`src/rtl/riscv_pkg.sv`:
```
// Shared RV32I definitions for the memory stage: funct3 access encodings,
// write-back select values, ctrl_wb bit positions and the MEM FSM states.
// No logic; constants and types only.
package riscv_pkg;

  // funct3 encodings for loads and stores
  localparam logic [2:0] F3_B  = 3'b000;  // LB / SB
  localparam logic [2:0] F3_H  = 3'b001;  // LH / SH
  localparam logic [2:0] F3_W  = 3'b010;  // LW / SW
  localparam logic [2:0] F3_BU = 3'b100;  // LBU
  localparam logic [2:0] F3_HU = 3'b101;  // LHU

  // Write-back select values held in ctrl[2:1]
  localparam logic [1:0] WB_ALU = 2'b00;
  localparam logic [1:0] WB_MEM = 2'b01;
  localparam logic [1:0] WB_PC4 = 2'b10;

  // Register-write enable bit within ctrl_mem / ctrl_wb
  localparam int CTRL_REG_WE = 0;

  typedef enum logic {
    S_IDLE = 1'b0,
    S_WAIT = 1'b1
  } mem_state_t;

endpackage

```
`src/rtl/mem_stage_lsu_align.sv`:
```
// Purpose: store strobe/lane generation, load byte/half extraction and extension,
//          misaligned/illegal access detection for one RV32I memory access.
// Latency: combinational. Backpressure: none (pure function of its inputs).
// Ports: funct3/addr_lo/is_store describe the access; store_data/rdata are the
//        raw words; wstrb/wdata/load_val/fault are the aligned results.
module mem_stage_lsu_align
  import riscv_pkg::*;
(
  input  logic [2:0]  funct3,
  input  logic [1:0]  addr_lo,
  input  logic        is_store,
  input  logic [31:0] store_data,
  input  logic [31:0] rdata,
  output logic [3:0]  wstrb,
  output logic [31:0] wdata,
  output logic [31:0] load_val,
  output logic        fault
);

  logic        illegal;
  logic        misaligned;
  logic [7:0]  byte_sel;
  logic [15:0] half_sel;

  always_comb begin
    if (is_store)
      illegal = !(funct3 == F3_B || funct3 == F3_H || funct3 == F3_W);
    else
      illegal = !(funct3 == F3_B || funct3 == F3_H || funct3 == F3_W ||
                  funct3 == F3_BU || funct3 == F3_HU);
  end

  // funct3[1:0] gives the size for both signed and unsigned variants
  assign misaligned = ((funct3[1:0] == 2'b01) && addr_lo[0]) ||
                      ((funct3[1:0] == 2'b10) && (addr_lo != 2'b00));
  assign fault = illegal | misaligned;

  always_comb begin
    wstrb = 4'b0000;
    wdata = store_data;
    case (funct3)
      F3_B: begin
        wstrb = 4'b0001 << addr_lo;
        wdata = {4{store_data[7:0]}};
      end
      F3_H: begin
        wstrb = addr_lo[1] ? 4'b1100 : 4'b0011;
        wdata = {2{store_data[15:0]}};
      end
      F3_W: wstrb = 4'b1111;
      default: wstrb = 4'b0000;
    endcase
  end

  always_comb begin
    case (addr_lo)
      2'd0:    byte_sel = rdata[7:0];
      2'd1:    byte_sel = rdata[15:8];
      2'd2:    byte_sel = rdata[23:16];
      default: byte_sel = rdata[31:24];
    endcase
    half_sel = addr_lo[1] ? rdata[31:16] : rdata[15:0];
  end

  always_comb begin
    case (funct3)
      F3_B:    load_val = {{24{byte_sel[7]}}, byte_sel};
      F3_BU:   load_val = {24'd0, byte_sel};
      F3_H:    load_val = {{16{half_sel[15]}}, half_sel};
      F3_HU:   load_val = {16'd0, half_sel};
      default: load_val = rdata;
    endcase
  end

endmodule

```
`src/rtl/mem_stage.sv`:
```
// Purpose: RV32I MEM stage - data-memory handshake, load/store alignment, MEM/WB register.
// Latency: 1 cycle from completion (non-access, or dmem_ready) to the WB outputs.
// Backpressure: stall_mem = dmem_req & ~dmem_ready holds upstream; WB gets bubbles meanwhile.
// Ports: clk/rst; MEM-side instruction fields (valid_mem, ctrl_mem, mem_rd, mem_wr,
//        funct3, alu_result, store_data, pc4_mem, rd_mem); dmem_* request/response;
//        stall_mem, access_err; registered WB outputs ctrl_wb, pc4_wb, mem_data, alu_data, rd_wb.
module mem_stage
  import riscv_pkg::*;
(
  input  logic        clk,
  input  logic        rst,
  input  logic        valid_mem,
  input  logic [2:0]  ctrl_mem,
  input  logic        mem_rd,
  input  logic        mem_wr,
  input  logic [2:0]  funct3,
  input  logic [31:0] alu_result,
  input  logic [31:0] store_data,
  input  logic [31:0] pc4_mem,
  input  logic [4:0]  rd_mem,
  output logic        dmem_req,
  output logic        dmem_we,
  output logic [31:0] dmem_addr,
  output logic [3:0]  dmem_wstrb,
  output logic [31:0] dmem_wdata,
  input  logic        dmem_ready,
  input  logic [31:0] dmem_rdata,
  output logic        stall_mem,
  output logic        access_err,
  output logic [2:0]  ctrl_wb,
  output logic [31:0] pc4_wb,
  output logic [31:0] mem_data,
  output logic [31:0] alu_data,
  output logic [4:0]  rd_wb
);

  mem_state_t  state;
  logic        is_load;
  logic        is_store;
  logic        access;
  logic        fault;
  logic        legal_access;
  logic [3:0]  strb;
  logic [31:0] load_val;

  mem_stage_lsu_align u_align (
    .funct3     (funct3),
    .addr_lo    (alu_result[1:0]),
    .is_store   (mem_wr),
    .store_data (store_data),
    .rdata      (dmem_rdata),
    .wstrb      (strb),
    .wdata      (dmem_wdata),
    .load_val   (load_val),
    .fault      (fault)
  );

  assign is_load      = valid_mem & mem_rd;
  assign is_store     = valid_mem & mem_wr;
  assign access       = is_load | is_store;
  assign legal_access = access & ~fault;

  // Gated by rst so a reset during WAIT withdraws the request immediately.
  assign dmem_req   = ~rst & ((state == S_WAIT) | legal_access);
  assign dmem_we    = dmem_req & mem_wr;
  assign dmem_wstrb = dmem_we ? strb : 4'b0000;
  assign dmem_addr  = {alu_result[31:2], 2'b00};
  assign stall_mem  = dmem_req & ~dmem_ready;

  always_ff @(posedge clk or posedge rst) begin
    if (rst) begin
      state      <= S_IDLE;
      access_err <= 1'b0;
      ctrl_wb    <= 3'b000;
      pc4_wb     <= 32'd0;
      mem_data   <= 32'd0;
      alu_data   <= 32'd0;
      rd_wb      <= 5'd0;
    end else begin
      access_err <= access & fault;

      case (state)
        S_IDLE:  if (dmem_req && !dmem_ready) state <= S_WAIT;
        S_WAIT:  if (dmem_ready) state <= S_IDLE;
        default: state <= S_IDLE;
      endcase

      if (stall_mem || !valid_mem) begin
        // Bubble: kill write-back, leave operand fields as they were
        ctrl_wb <= 3'b000;
      end else begin
        ctrl_wb              <= ctrl_mem;
        ctrl_wb[CTRL_REG_WE] <= ctrl_mem[CTRL_REG_WE] & ~(access & fault);
        pc4_wb               <= pc4_mem;
        alu_data             <= alu_result;
        rd_wb                <= rd_mem;
        mem_data             <= (is_load & ~fault) ? load_val : 32'd0;
      end
    end
  end

endmodule

```
`config.mk`:
```
export PLATFORM = sky130hd
export DESIGN_NAME = mem_stage
export DESIGN_NICKNAME = d
export VERILOG_FILES = /design/src/rtl/riscv_pkg.sv /design/src/rtl/mem_stage_lsu_align.sv /design/src/rtl/mem_stage.sv
export SDC_FILE = /design/constraint.sdc
export NUM_CORES = 1
export LEC_CHECK = 0
export CORE_ASPECT_RATIO = 0.5
export CORE_UTILIZATION = 42
export CTS_CLUSTER_DIAMETER = 60
export DETAILED_ROUTE_END_ITERATION = 6
export HOLD_SLACK_MARGIN = 0.1
export PLACE_DENSITY = 0.87
export SETUP_SLACK_MARGIN = 0.3
export SYNTH_ARGS = -nofsm -noshare
export SYNTH_HDL_FRONTEND = slang
export SYNTH_HIERARCHICAL = 1
export SYNTH_SLANG_ARGS = --single-unit
```
`constraint.sdc`:
```
create_clock -name clk -period 10.56 [get_ports clk]
set_input_delay 2.64 -clock clk [delete_from_list [all_inputs] [get_ports clk]]
set_output_delay 2.64 -clock clk [all_outputs]
set_load 0.005 [all_outputs]
```
Yosys cells after proc, flatten, opt, wreduce, memory -nomap -nowiden
Index checks and enable logic that the tools add are counted.
{ "word_totals": {"out_inout_bits": 176, "in_bits": 145, "regBits": 106, "word_cells": 62} }
{ "classes": {"n_eq_ne": 8, "bitwise_logic": 17, "shifts": 1, "n_reduce_logical": 16, "muxes": 13} }
{ "ops": {"columns": ["operator", "count"], "rows": [
  ["32-bit one-hot mux with 4 select lines", 1],
  ["32-bit one-hot mux with 2 select lines", 1],
  ["32-bit 2-to-1 mux", 1],
  ["8-bit one-hot mux with 3 select lines", 1],
  ["16-bit 2-to-1 mux", 1],
  ["4-bit one-hot mux with 3 select lines", 1],
  ["1-bit bitwise AND", 9],
  ["4-bit 2-to-1 mux", 2],
  ["3-bit equality test, second input constant", 2],
  ["1-bit logical OR", 6],
  ["1-bit inverter", 5],
  ["2-bit by 1-bit equality test with 1-bit output, second input constant", 2],
  ["2-bit equality test, second input constant", 2],
  ["1-bit logical NOT", 4],
  ["1-bit by 2-bit left shift with 4-bit output, first input constant", 1],
  ["3-bit by 1-bit equality test with 1-bit output, second input constant", 1],
  ["3-bit by 2-bit equality test with 1-bit output, second input constant", 1],
  ["1-bit logical AND", 3],
  ["3-bit logical NOT", 1],
  ["1-bit 2-to-1 mux", 3],
  ["3-bit 2-to-1 mux", 1],
  ["1-bit OR", 3],
  ["2-bit logical NOT", 1],
  ["1-bit one-hot mux with 2 select lines", 1],
  ["2-bit nonzero test", 1]
]} }

Longest topological paths before layout
Gate-level depths: netlist (run 1).
{ "logic_depth": {"ltp_word": 15, "ltp_mapped": 9, "depth_no_buf": 5} }

Hierarchy
The synthesis (run 1) kept the hierarchy.
{ "by_module_without_submodules": {"columns": ["module", "seq_area_each_um2", "instances", "area_each_um2", "cells_per_inst"], "rows": [
  ["mem_stage", 2652.5, 1, 4413.0, 280],
  ["mem_stage_lsu_align", 0.0, 1, 1236.2, 173]
]} }

Worst setup path before layout (run 1)
OpenSTA, ideal clock, no wires.
{ "synth_path": {"kind": "input to output", "startpoint": "in rst", "endpoint": "out dmem_wstrb[0]", "arrival_ps": 5446, "path_stages": 3, "n_path_buf": 0, "t_required_ps": 7920, "path_slack_ps": 2474, "path_cell_list": "inv_1 o211a_1 and2_1"} }
{ "synth_between": {"elab_chain_len": 4} }
{ "synth_rtl": {"columns": ["item", "line_no", "rtl"], "rows": [
  ["from (decl)", "mem_stage.sv:11", "input logic rst,"],
  ["1-bit inverter", "mem_stage.sv:64", "assign dmem_req = ~rst & ((state == S_WAIT) | legal_access);"],
  ["1-bit bitwise AND", "mem_stage.sv:64", null],
  ["1-bit bitwise AND", "mem_stage.sv:65", "assign dmem_we = dmem_req & mem_wr;"],
  ["via dmem_we", "mem_stage.sv:22", "output logic dmem_we,"],
  ["4-bit 2-to-1 mux", "mem_stage.sv:66", "assign dmem_wstrb = dmem_we ? strb : 4'b0000;"],
  ["to (decl)", "mem_stage.sv:24", "output logic [3:0] dmem_wstrb,"]
]} }
The timed path passes the listed nets, and every way through them passes these cells.

Worst setup path in the final report (run 1)
{ "layout_path": {"startpoint": "in funct3[1]", "endpoint": "out dmem_wstrb[1]"} }
{ "layout_between": {"word_cells_on_any_way": 25, "classes_between": "6 x eq/ne; 3 x mux; 6 x bitwise; 10 x reduce/logical"} }
{ "layout_rtl": {"columns": ["item", "line_no", "rtl"], "rows": [
  ["from (decl)", "mem_stage.sv:16", "input logic [2:0] funct3,"],
  ["3-bit by 2-bit equality test with 1-bit output (tied with other cells)", "mem_stage_lsu_align.sv:41", "case (funct3)"],
  ["4-bit one-hot mux with 3 select lines (*)", "mem_stage_lsu_align.sv:41", null],
  ["via strb[1]", "mem_stage.sv:43", "logic [3:0] strb;"],
  ["4-bit 2-to-1 mux (*)", "mem_stage.sv:66", null]
]} }
Mark *: on every way through the listed nets, which the timed path passes. The rest lies on a longest branch.

==> results of run 1 <==
-- through the flow --
step / power (mW) / instances / setup WS (ns)
detailed placement: 0.8012 / 876 / 2.396
finish: 1.160 / 891 / 2.301
global route: 1.210 / 891 / 2.105
global placement: 0.7919 / 876 / 2.421
floorplan: 0.6187 / 454 / 2.474
CTS: 1.171 / 891 / 2.369
-- state kept, by name, summed over array words and instances, names as in the netlist --
register,cells
access_err,1
alu_data,32
ctrl_wb,3
mem_data,32
pc4_wb,32
rd_wb,5
state,1
-- cell usage after synthesis, types with 2 or more instances --
cell and n:
sky130_fd_sc_hd__clkinv_1 2, sky130_fd_sc_hd__o211a_1 2, sky130_fd_sc_hd__clkbuf_1 11, sky130_fd_sc_hd__or2_2 2, sky130_fd_sc_hd__inv_1 10, sky130_fd_sc_hd__mux2i_1 8, sky130_fd_sc_hd__a22o_1 40, sky130_fd_sc_hd__a221o_1 8
sky130_fd_sc_hd__buf_1 4, sky130_fd_sc_hd__buf_2 6, sky130_fd_sc_hd__nand2_1 17, sky130_fd_sc_hd__mux2_4 36, sky130_fd_sc_hd__a311oi_1 8, sky130_fd_sc_hd__o21ai_0 10, sky130_fd_sc_hd__nor2b_1 5, sky130_fd_sc_hd__and2_1 5
sky130_fd_sc_hd__a21oi_1 24, sky130_fd_sc_hd__buf_4 47, sky130_fd_sc_hd__mux4_2 8, sky130_fd_sc_hd__nand2b_1 2, sky130_fd_sc_hd__dfrtp_1 106, sky130_fd_sc_hd__buf_12 3, sky130_fd_sc_hd__mux2_2 50, sky130_fd_sc_hd__nor2_1 24
-- logic make-up (layout without fill, tap and decap cells) --
kind of cell / count (synthesis) / count (layout)
multiplexers: 102 / 102
other: 1 / 2
flip-flops: 106 / 106
AO/OA/AOI/OAI: 98 / 98
AND/OR/NAND/NOR: 61 / 61
buffers and inverters: 85 / 352
-- power by group through the flow --
stage / registers, mW / logic [mW] / clock network (mW)
3_3_place_gp: 0.473 / 0.319 / 0
6_report: 0.468 / 0.325 / 0.367
3_5_place_dp: 0.476 / 0.325 / 0
5_1_grt: 0.473 / 0.345 / 0.391
2_1_floorplan: 0.478 / 0.141 / 0
4_1_cts: 0.468 / 0.328 / 0.375
-- path summary, 6_finish.rpt --
path                                  to  slack, ns   startpoint
min reg2reg                  mem_data[6]       0.50  mem_data[6]
min in group asynchronous     access_err       2.77          rst
max                        dmem_wstrb[1]       2.30    funct3[1]
max in group asynchronous     pc4_wb[19]       6.44          rst
max reg2reg                   pc4_wb[28]       8.00        state
min                          mem_data[6]       0.50  mem_data[6]
-- metal layers --
| metal | share of wire (%) | wire (um) | up-vias | GRT usage (%) |
|---|---|---|---|---|
| met2 | 53 | 9158 | 236 | 46.22 |
| met5 | 0 | 0 | - | 0 |
| met4 | 2.5 | 430 | 0 | 7.137 |
| li1 | - | - | 2138 | - |
| met1 | 38 | 6537 | 2297 | 29.03 |
| met3 | 6.2 | 1066 | 33 | 4.884 |
-- cell type report --
class / instances / area, sq um / share of cell area (%)
inverters: 12 / 47.55 / 0.5335
clock buffers: 11 / 252.7 / 2.836
clock inverters: 4 / 75.07 / 0.8423
multi-input cells: 263 / 2436 / 27.33
well taps: 170 / 212.7 / 2.387
flip-flops and latches: 106 / 2653 / 29.76
repair buffers: 325 / 3236 / 36.30
-- cells in the final DEF (no fill, tap or decap), types with 2 or more instances in the layout --
master and instances:
sky130_fd_sc_hd__clkinv_1 2, sky130_fd_sc_hd__nand2b_1 2, sky130_fd_sc_hd__clkbuf_16 9, sky130_fd_sc_hd__a311oi_1 8
sky130_fd_sc_hd__clkinvlp_4 2, sky130_fd_sc_hd__nor2_1 24, sky130_fd_sc_hd__mux2_2 50, sky130_fd_sc_hd__mux4_2 8
sky130_fd_sc_hd__dfrtp_1 106, sky130_fd_sc_hd__nor3_4 2, sky130_fd_sc_hd__o21ai_0 10, sky130_fd_sc_hd__or2_2 2
sky130_fd_sc_hd__buf_4 7, sky130_fd_sc_hd__o211a_1 2, sky130_fd_sc_hd__nor2b_1 5, sky130_fd_sc_hd__and2_1 5
sky130_fd_sc_hd__nand2_1 17, sky130_fd_sc_hd__a22o_1 40, sky130_fd_sc_hd__conb_1 2, sky130_fd_sc_hd__bufinv_16 2
sky130_fd_sc_hd__a221o_1 8, sky130_fd_sc_hd__clkdlybuf4s50_1 318, sky130_fd_sc_hd__a21oi_1 24, sky130_fd_sc_hd__mux2_4 36
sky130_fd_sc_hd__mux2i_1 8, sky130_fd_sc_hd__inv_1 9, sky130_fd_sc_hd__clkbuf_8 2
==> load_flow_metrics.sql, run 1 <==
INSERT INTO impl_metrics (metric_group, metric, value, unit) VALUES
('setup_path', 'critical-path-max-stage-delay', '1.16', 'ns'),
('detailed_routing', 'detail-route-antenna-nets', '0', ''),
('grt', 'grt.total_usage', '24.80', '%'),
('detailed_routing', 'wire_per_inst', '19.30', 'um'),
('place', 'portBuffers', '318', ''),
('setup_path', 'timing.critical_path.required', '7.92', 'ns'),
('synthesis', 'main_combinational_cell_family_by_area_after_synthesis', 'multiplexers', ''),
('detailed_routing', 'route.detailed.vias_per_inst', '5.279', ''),
('pwr', 'p_sw', '282.5', 'uW'),
('detailed_routing', 'number_of_remaining_drc_errors', '12', ''),
('hold_path', 'class_of_the_tightest_hold_or_removal_check', 'reg2reg', ''),
('sta', 'finalSetupViolCount', '0', ''),
('synthesis', 'yosysUniqueCellTypes', '39', ''),
('clock_tree', 'post-cts-setup-buffers', '0', ''),
('cells_and_area', 'final_nets', '862', ''),
('sta', 'final.hold.worst_slack', '0.5049', 'ns'),
('clock_tree', 'worst_setup_hold_path_clk_slew', '0.07', 'ns'),
('sta', 'rsz0062_at_grt', 'false', ''),
('synthesis', 'post_synth_mux_area_share', '24.14', '%'),
('pwr', 'p_sw_share', '24.34', '%'),
('detailed_routing', 'route.vias.total', '4704', ''),
('synthesis', 'synth_simple_gate_area_share', '5.161', '%'),
('place', 'gp_congestion', '0.7867', ''),
('sta', 'drv_slew', '0', ''),
('grt', 'overflow', '0', ''),
('grt', 'grt_start_max_net_pins', '79', ''),
('floorplanning', 'fp_rows', '29', ''),
('synthesis', 'synth_compound_area_share', '13.58', '%'),
('sta', 'fmax', '121.1', 'MHz'),
('synthesis', 'synth_ff_type', 'sky130_fd_sc_hd__dfrtp_1', ''),
('setup_path', 'worst-path-stages', '5', ''),
('setup_path', 'timing.critical_path.mode_cell', 'sky130_fd_sc_hd__clkdlybuf4s50_1', ''),
('pwr', 'power_leakage', '3.782', 'nW'),
('clock_tree', 'clock-root-buffer', 'sky130_fd_sc_hd__clkbuf_16', ''),
('hold_path', 'hold_path_depth', '1', ''),
('sta', 'clock_skew', '0.003959', 'ns'),
('sta', 'worst_pin_slew', '1.049', 'ns'),
('clock_tree', 'clock_path_buffers', '2', ''),
('setup_path', 'worst-setup-path-type', 'in2out', ''),
('synthesis', 'postSynthCellCount', '453', ''),
('clock_tree', 'cts_tree', 'built', ''),
('clock_tree', 'cts_sinks', '106', ''),
('pwr', 'power_frac_clock', '31.6', '%'),
('setup_path', 'critical_path_arrival', '5.62', 'ns'),
('clock_tree', 'tritoncts.num_buffers', '9', ''),
('synthesis', 'synth_seq_area_share', '46.95', '%'),
('outcome', 'failed_checks', 'DRC', ''),
('synthesis', 'synthXorXnorAreaFrac', '0', '%'),
('floorplanning', 'chipHeight', '84.01', 'um'),
('cells_and_area', 'layout-drive-gt1-share', '17.20', '%'),
('setup_path', 'delay_heaviest_family_cp', 'buffers and inverters', ''),
('sta', 'report.final.hold_viol_count', '0', ''),
('setup_path', 'worst_setup_path_start_kind', 'input pin', ''),
('detailed_routing', 'drt_first_iter_violations', '337', ''),
('cells_and_area', 'final_core_utilization', '69.19', '%'),
('run', 'max_cap_violations', '0', ''),
('sta', 'layout_worst_path_cycle_share', '78.21', '%'),
('floorplanning', 'die_area', '13950', 'sq um'),
('setup_path', 'crit_path_cell_trace', 'clkdlybuf4s50_1 -> clkinv_1 -> a21oi_1 -> and2_1 -> clkdlybuf4s50_1', ''),
('pwr', 'share_comb_of_total_power', '28.0', '%'),
('synthesis', 'synthTopCellsByArea', 'sky130_fd_sc_hd__dfrtp_1 47%, sky130_fd_sc_hd__mux2_2 10%, sky130_fd_sc_hd__mux2_4 9.6%', ''),
('floorplanning', 'design.core.area', '12880', 'sq um'),
('setup_path', 'worst-path-buf-inv', '3', ''),
('cells_and_area', 'fin_area', '8912', 'sq um'),
('pwr', 'power_per_cell_area', '130.2', 'nW/um^2'),
('floorplanning', 'pin_count', '321', ''),
('setup_path', 'critPathCaptureType', 'output pin', ''),
('outcome', 'outcome', 'finished with violations', ''),
('place', 'place_hpwl', '12.84', 'mm'),
('synthesis', 'ys_ff_latch', '106', ''),
('synthesis', 'synth-edff-count', '0', '');
(Power assumes the default switching activity.)
==> run 2, diff against run 1 <==
Settings changed: CORE_UTILIZATION 42 to 39, PLACE_DENSITY 0.87 to 0.82.
Clock period 10.56 ns to 8.4 ns, I/O delays scaled along.
==> load_flow_metrics.sql, run 2 (synthesized netlist as in run 1, its figures left out) <==
INSERT INTO impl_metrics (metric_group, metric, value, unit) VALUES
('outcome', 'outcome', 'finished, final reports clean', ''),
('floorplanning', 'pin_count', '321', ''),
('detailed_routing', 'finalWirelength', '17.04', 'mm'),
('pwr', 'power_leakage', '3.786', 'nW'),
('clock_tree', 'clock-root-buffer', 'sky130_fd_sc_hd__clkbuf_16', ''),
('setup_path', 'worst-setup-path-type', 'in2out', ''),
('cells_and_area', 'final_nets', '863', ''),
('cells_and_area', 'layout_common_cells', '318 x sky130_fd_sc_hd__clkdlybuf4s50_1, 106 x sky130_fd_sc_hd__dfrtp_1, 50 x sky130_fd_sc_hd__mux2_2', ''),
('grt', 'groute.layer.met2.usage', '40.51', '%'),
('pwr', 'report.power.total', '1.443', 'mW'),
('clock_tree', 'worst_setup_hold_path_clk_slew', '0.07', 'ns'),
('sta', 'rsz0062_at_grt', 'false', ''),
('clock_tree', 'clock_path_buffers', '2', ''),
('place', 'gp_congestion', '0.8853', ''),
('setup_path', 'critPathCaptureType', 'output pin', ''),
('clock_tree', 'post_cts.resized_instances', '0', ''),
('setup_path', 'crit_path_max_fanout', '12', ''),
('clock_tree', 'clock_insertion_delay_worst_skew', '0.33', 'ns'),
('cells_and_area', 'area_growth_syn_to_layout', '58.10', '%'),
('detailed_routing', 'first_pass_iters', '5', ''),
('setup_path', 'crit_path_cell_trace', 'clkdlybuf4s50_1 -> nor2_1 -> a21oi_1 -> nor2b_1 -> o211a_1 -> and2_1 -> clkdlybuf4s50_1', ''),
('grt', 'grt_pass1_wl', '25.16', 'mm'),
('grt', 'antenna_found_initial', '0', ''),
('clock_tree', 'cts_sinks', '106', ''),
('floorplanning', 'fp_rows', '30', ''),
('cells_and_area', 'final-instance-count-excl-fill', '915', ''),
('pwr', 'power_per_cell_area', '161.6', 'nW/um^2'),
('grt', 'grt_most_used_layer', 'met2', ''),
('setup_path', 'critical-path-max-stage-delay', '0.78', 'ns'),
('sta', 'finalSetupViolCount', '0', ''),
('detailed_routing', 'route.detailed.vias_per_inst', '5.190', ''),
('setup_path', 'timing.critical_path.mode_cell', 'sky130_fd_sc_hd__clkdlybuf4s50_1', ''),
('run', 'max_cap_violations', '0', ''),
('place', 'placedCellCount', '899', ''),
('clock_tree', 'cts_tree', 'built', ''),
('cells_and_area', 'fin_area', '8931', 'sq um'),
('cells_and_area', 'insertedDiodeCount', '0', ''),
('sta', 'fmax', '153.2', 'MHz'),
('detailed_routing', 'route.vias.total', '4749', ''),
('place', 'placed_cell_area', '8620', 'sq um'),
('sta', 'totalNegativeSetupSlack', '0', 'ns'),
('place', 'place_hpwl', '12.96', 'mm'),
('clock_tree', 'tritoncts.num_buffers', '9', ''),
('sta', 'layout_worst_path_cycle_share', '77.72', '%'),
('pwr', 'ir_drop', '0.00009659', 'V'),
('sta', 'report.final.hold_viol_count', '0', ''),
('grt', 'grt_pass1_vias', '4683', ''),
('sta', 'slew_headroom', '18.10', '%'),
('grt', 'grt_start_max_net_pins', '76', ''),
('grt', 'grt.met3_usage', '4.316', '%'),
('detailed_routing', 'detail-route-antenna-nets', '0', ''),
('cells_and_area', 'num-fill-cells', '1061', ''),
('setup_path', 'timing.critical_path.required', '6.30', 'ns'),
('hold_path', 'hold_start', 'mem_data[9]', ''),
('clock_tree', 'ctsHtreeMaxLevel', '3', ''),
('sta', 'drv_slew', '0', ''),
('floorplanning', 'die_area', '15000', 'sq um'),
('setup_path', 'critical_path.reg2reg.startpoint', 'state', ''),
('grt', 'overflow', '0', ''),
('floorplanning', 'initial_utilization', '40.79', '%'),
('grt', 'grt.total_usage', '21.98', '%'),
('cells_and_area', 'layout_commonest_cell', 'sky130_fd_sc_hd__clkdlybuf4s50_1', ''),
('sta', 'worst_pin_slew', '1.225', 'ns'),
('sta', 'layout_min_cycle_time', '6.529', 'ns'),
('setup_path', 'crit_start', 'alu_result[1]', ''),
('setup_path', 'worst_setup_path_start_kind', 'input pin', ''),
('place', 'portBuffers', '318', ''),
('detailed_routing', 'number_of_remaining_drc_errors', '0', ''),
('setup_path', 'critical_path_arrival', '4.43', 'ns'),
('clock_tree', 'post-cts-setup-buffers', '0', ''),
('floorplanning', 'chipHeight', '87.11', 'um'),
('floorplanning', 'fp.dieW', '172.2', 'um'),
('setup_path', 'critPathSlowestCell', 'sky130_fd_sc_hd__clkdlybuf4s50_1', ''),
('clock_tree', 'hold_buffers', '0', ''),
('detailed_routing', 'drt_first_iter_violations', '308', ''),
('cells_and_area', 'largest_registers', 'alu_data (32), mem_data (32), pc4_wb (32)', ''),
('grt', 'met1_usage', '25.88', '%'),
('hold_path', 'class_of_the_tightest_hold_or_removal_check', 'reg2reg', ''),
('detailed_routing', 'wire_per_inst', '18.63', 'um'),
('sta', 'final.hold.worst_slack', '0.5029', 'ns'),
('floorplanning', 'design.core.area', '13850', 'sq um'),
('sta', 'clock_skew', '0.004426', 'ns'),
('cells_and_area', 'layout-drive-gt1-share', '17.15', '%');
[run 2: cell types whose count changed in the layout (fill, tap and decap cells not counted), sizes merged]
| cell | change |
|---|---|
| clkinvlp | -2 |
| buf | +1 |
| clkinv | +3 |
[run 2: final timing paths]
check                                     end  slack (ns)  depth (start not counted)
worst max-delay path            dmem_wstrb[2]        1.87                          7
worst min-delay path              mem_data[9]        0.50                          1
worst max register to register   alu_data[19]        6.57                          4
worst min register to register    mem_data[9]        0.50                          1
max in group asynchronous         mem_data[3]        4.82                          3
min in group asynchronous        mem_data[30]        2.26                          2
[run 2: stage by stage]
stage | setup slack [ns] | util [%]
2_1_floorplan | 1.394 | -
6_report | 1.871 | 64.48
3_5_place_dp | 1.905 | 62.23
4_1_cts | 1.905 | 64.48
3_3_place_gp | 1.982 | 62.23
5_1_grt | 1.725 | 64.48
[run 2: layout make-up]
| class | count | area, sq um | share of cell area (%) |
|---|---|---|---|
| Timing Repair Buffer | 326 | 3243 | 36.31 |
| Multi-Input combinational cell | 263 | 2436 | 27.28 |
| Clock inverter | 5 | 78.83 | 0.8826 |
| Tap cell | 192 | 240.2 | 2.690 |
| Sequential cell | 106 | 2653 | 29.70 |
| Inverter | 12 | 47.55 | 0.5324 |
| Clock buffer | 11 | 232.7 | 2.606 |
[run 2: layer usage]
| metal | routed length, um | vias to the layer above |
|---|---|---|
| li1 | - | 2127 |
| met1 | 6599 | 2358 |
| met2 | 8940 | 233 |
| met5 | 0 | - |
| met3 | 1043 | 31 |
| met4 | 460 | 0 |
[run 2: where the power goes]
group          internal, mW  switching (mW)
clock network         0.261           0.184
registers             0.561          0.0277
logic                 0.267           0.142
total                  1.09           0.354
[run 2: worst max-delay path, delay by kind of cell]
family | cells | cell delay (ns)
AOI/OAI and AO/OA | 2 | 0.70
buffers and inverters | 2 | 1.22
and+or+nand+nor | 3 | 0.41
==> run 3, diff against run 2 <==
Settings changed: CORE_UTILIZATION 39 to 35, PLACE_DENSITY 0.82 to 0.77.
Clock period 8.4 ns to 5.7 ns, I/O delays scaled along.
==> load_flow_metrics.sql, run 3 (synthesized netlist as in run 1, its figures left out) <==
INSERT INTO impl_metrics (metric_group, metric, value, unit) VALUES
('outcome', 'outcome', 'finished, final reports clean', ''),
('sta', 'final.hold.worst_slack', '0.5052', 'ns'),
('sta', 'totalNegativeSetupSlack', '0', 'ns'),
('place', 'gp_congestion', '0.7736', ''),
('pwr', 'power_frac_seq', '40.3', '%'),
('clock_tree', 'post-cts-setup-buffers', '0', ''),
('floorplanning', 'die_area', '16680', 'sq um'),
('sta', 'rsz0062_at_grt', 'false', ''),
('sta', 'layout_worst_path_cycle_share', '91.22', '%'),
('clock_tree', 'clock_insertion_delay_worst_skew', '0.34', 'ns'),
('cells_and_area', 'area_growth_syn_to_layout', '59.36', '%'),
('cells_and_area', 'largest_registers', 'alu_data (32), mem_data (32), pc4_wb (32)', ''),
('grt', 'grt_pass1_vias', '4783', ''),
('cells_and_area', 'layout_common_cells', '318 x sky130_fd_sc_hd__clkdlybuf4s50_1, 106 x sky130_fd_sc_hd__dfrtp_1, 50 x sky130_fd_sc_hd__mux2_2', ''),
('floorplanning', 'fp_rows', '32', ''),
('floorplanning', 'chipHeight', '91.84', 'um'),
('place', 'portBuffers', '318', ''),
('pwr', 'p_sw', '530.1', 'uW'),
('setup_path', 'timing.critical_path.required', '4.28', 'ns'),
('cells_and_area', 'seq_area', '2653', 'sq um'),
('setup_path', 'worst_setup_path_start_kind', 'input pin', ''),
('pwr', 'power_per_cell_area', '239.3', 'nW/um^2'),
('grt', 'antenna_found_initial', '1', ''),
('detailed_routing', 'first_pass_iters', '6', ''),
('detailed_routing', 'route.detailed.vias_per_inst', '4.992', ''),
('clock_tree', 'post_cts.resized_instances', '0', ''),
('clock_tree', 'hold_buffers', '0', ''),
('floorplanning', 'design.core.area', '15570', 'sq um'),
('cells_and_area', 'multi_input_comb_area', '2436', 'sq um'),
('detailed_routing', 'route.vias.total', '4648', ''),
('grt', 'grt_pass1_wl', '26.30', 'mm'),
('floorplanning', 'fp.dieW', '181.7', 'um'),
('detailed_routing', 'wire_per_inst', '18.48', 'um'),
('setup_path', 'crit_path_max_fanout', '24', ''),
('hold_path', 'class_of_the_tightest_hold_or_removal_check', 'reg2reg', ''),
('pwr', 'ir_drop', '0.0001516', 'V'),
('sta', 'slew_headroom', '15.36', '%'),
('clock_tree', 'worst_setup_hold_path_clk_slew', '0.07', 'ns'),
('pwr', 'p_int', '1.624', 'mW'),
('cells_and_area', 'final_nets', '866', ''),
('detailed_routing', 'number_of_remaining_drc_errors', '0', ''),
('place', 'place_hpwl', '13.07', 'mm'),
('run', 'max_cap_violations', '0', ''),
('pwr', 'power_leakage', '3.806', 'nW'),
('floorplanning', 'initial_utilization', '36.27', '%'),
('sta', 'fmax', '192.3', 'MHz'),
('pwr', 'power_frac_clock', '31.7', '%'),
('clock_tree', 'clock_path_buffers', '2', ''),
('sta', 'layout_min_cycle_time', '5.200', 'ns'),
('setup_path', 'worst-setup-path-type', 'in2out', ''),
('detailed_routing', 'finalWirelength', '17.21', 'mm'),
('grt', 'grt.total_usage', '20.55', '%'),
('clock_tree', 'cts_tree', 'built', ''),
('grt', 'overflow', '0', ''),
('pwr', 'share_comb_of_total_power', '28.1', '%'),
('pwr', 'p_sw_share', '24.61', '%'),
('clock_tree', 'ctsHtreeMaxLevel', '3', ''),
('sta', 'worst_pin_slew', '1.265', 'ns'),
('detailed_routing', 'drt_first_iter_violations', '234', ''),
('place', 'preCtsSetupSlack', '0.5662', 'ns'),
('clock_tree', 'tritoncts.num_buffers', '9', ''),
('detailed_routing', 'detail-route-antenna-nets', '0', ''),
('sta', 'drv_slew', '0', ''),
('cells_and_area', 'num-fill-cells', '1287', ''),
('floorplanning', 'pin_count', '321', ''),
('cells_and_area', 'layout_commonest_cell', 'sky130_fd_sc_hd__clkdlybuf4s50_1', ''),
('setup_path', 'critPathCaptureType', 'output pin', ''),
('sta', 'finalWorstSetupSlack', '0.5004', 'ns'),
('clock_tree', 'clock-root-buffer', 'sky130_fd_sc_hd__clkbuf_16', ''),
('setup_path', 'critical_path_arrival', '3.77', 'ns'),
('grt', 'grt_start_max_net_pins', '104', ''),
('sta', 'clock_skew', '0.01075', 'ns'),
('sta', 'finalSetupViolCount', '0', ''),
('sta', 'report.final.hold_viol_count', '0', ''),
('clock_tree', 'cts_sinks', '106', ''),
('cells_and_area', 'layout-drive-gt1-share', '17.63', '%');
[run 3: cell types whose count changed in the layout (fill, tap and decap cells not counted), sizes merged]
cell / previous run / this run
clkinvlp: 0 / 1
diode: 0 / 1
buf: 8 / 11
clkinv: 5 / 4
[run 3: final cells by class]
type	instances	share of cell area, %
well taps	204	2.835
inverters	12	0.5420
flip-flops and latches	106	29.46
multi-input cells	263	27.06
clock buffers	11	2.696
clock inverters	5	0.9590
diodes	1	0.02780
repair buffers	329	36.41
[run 3: path summary, 6_finish.rpt]
check	cells after the start	from	slack, ns	endpoint
hold / removal	1	alu_data[6]	0.51	alu_data[6]
max in group asynchronous	4	rst	2.76	pc4_wb[21]
min in group asynchronous	3	rst	1.82	ctrl_wb[0]
setup / recovery	6	funct3[1]	0.50	dmem_wstrb[1]
hold reg to reg	1	alu_data[6]	0.51	alu_data[6]
setup reg to reg	4	state	3.91	pc4_wb[26]
[run 3: metal layers]
layer	track usage, %	up-vias	part of all wire, %
met5	0	-	0
met4	6.850	0	2.1
met3	4.527	29	5.3
met2	37.34	191	53
met1	24.11	2294	39
li1	-	2134	-
[run 3: critical path: stages]
cell and delay [ns]:
sky130_fd_sc_hd__clkdlybuf4s50_1 0.58, sky130_fd_sc_hd__buf_4 0.31, sky130_fd_sc_hd__clkinv_1 0.49, sky130_fd_sc_hd__a21oi_1 0.29, sky130_fd_sc_hd__and2_1 0.16, sky130_fd_sc_hd__clkdlybuf4s50_1 0.50
[run 3: through the flow]
step / instance area [sq um] / power (mW) / instances / utilization [%]
after global routing: 9002 / 2.248 / 931 / 57.80
after floorplan: 5657 / 1.146 / 454 / -
after global placement: 8671 / 1.476 / 914 / 55.67
final: 9002 / 2.154 / 931 / 57.80
after CTS: 9000 / 2.181 / 930 / 57.78
after detailed placement: 8671 / 1.489 / 914 / 55.67
[run 3: power groups by stage]
stage / Sequential (mW) / Combinational, mW / Clock (mW)
6_report: 0.868 / 0.604 / 0.682
5_1_grt: 0.877 / 0.645 / 0.727
4_1_cts: 0.868 / 0.611 / 0.702
3_5_place_dp: 0.882 / 0.608 / 0
3_3_place_gp: 0.877 / 0.599 / 0
2_1_floorplan: 0.885 / 0.262 / 0
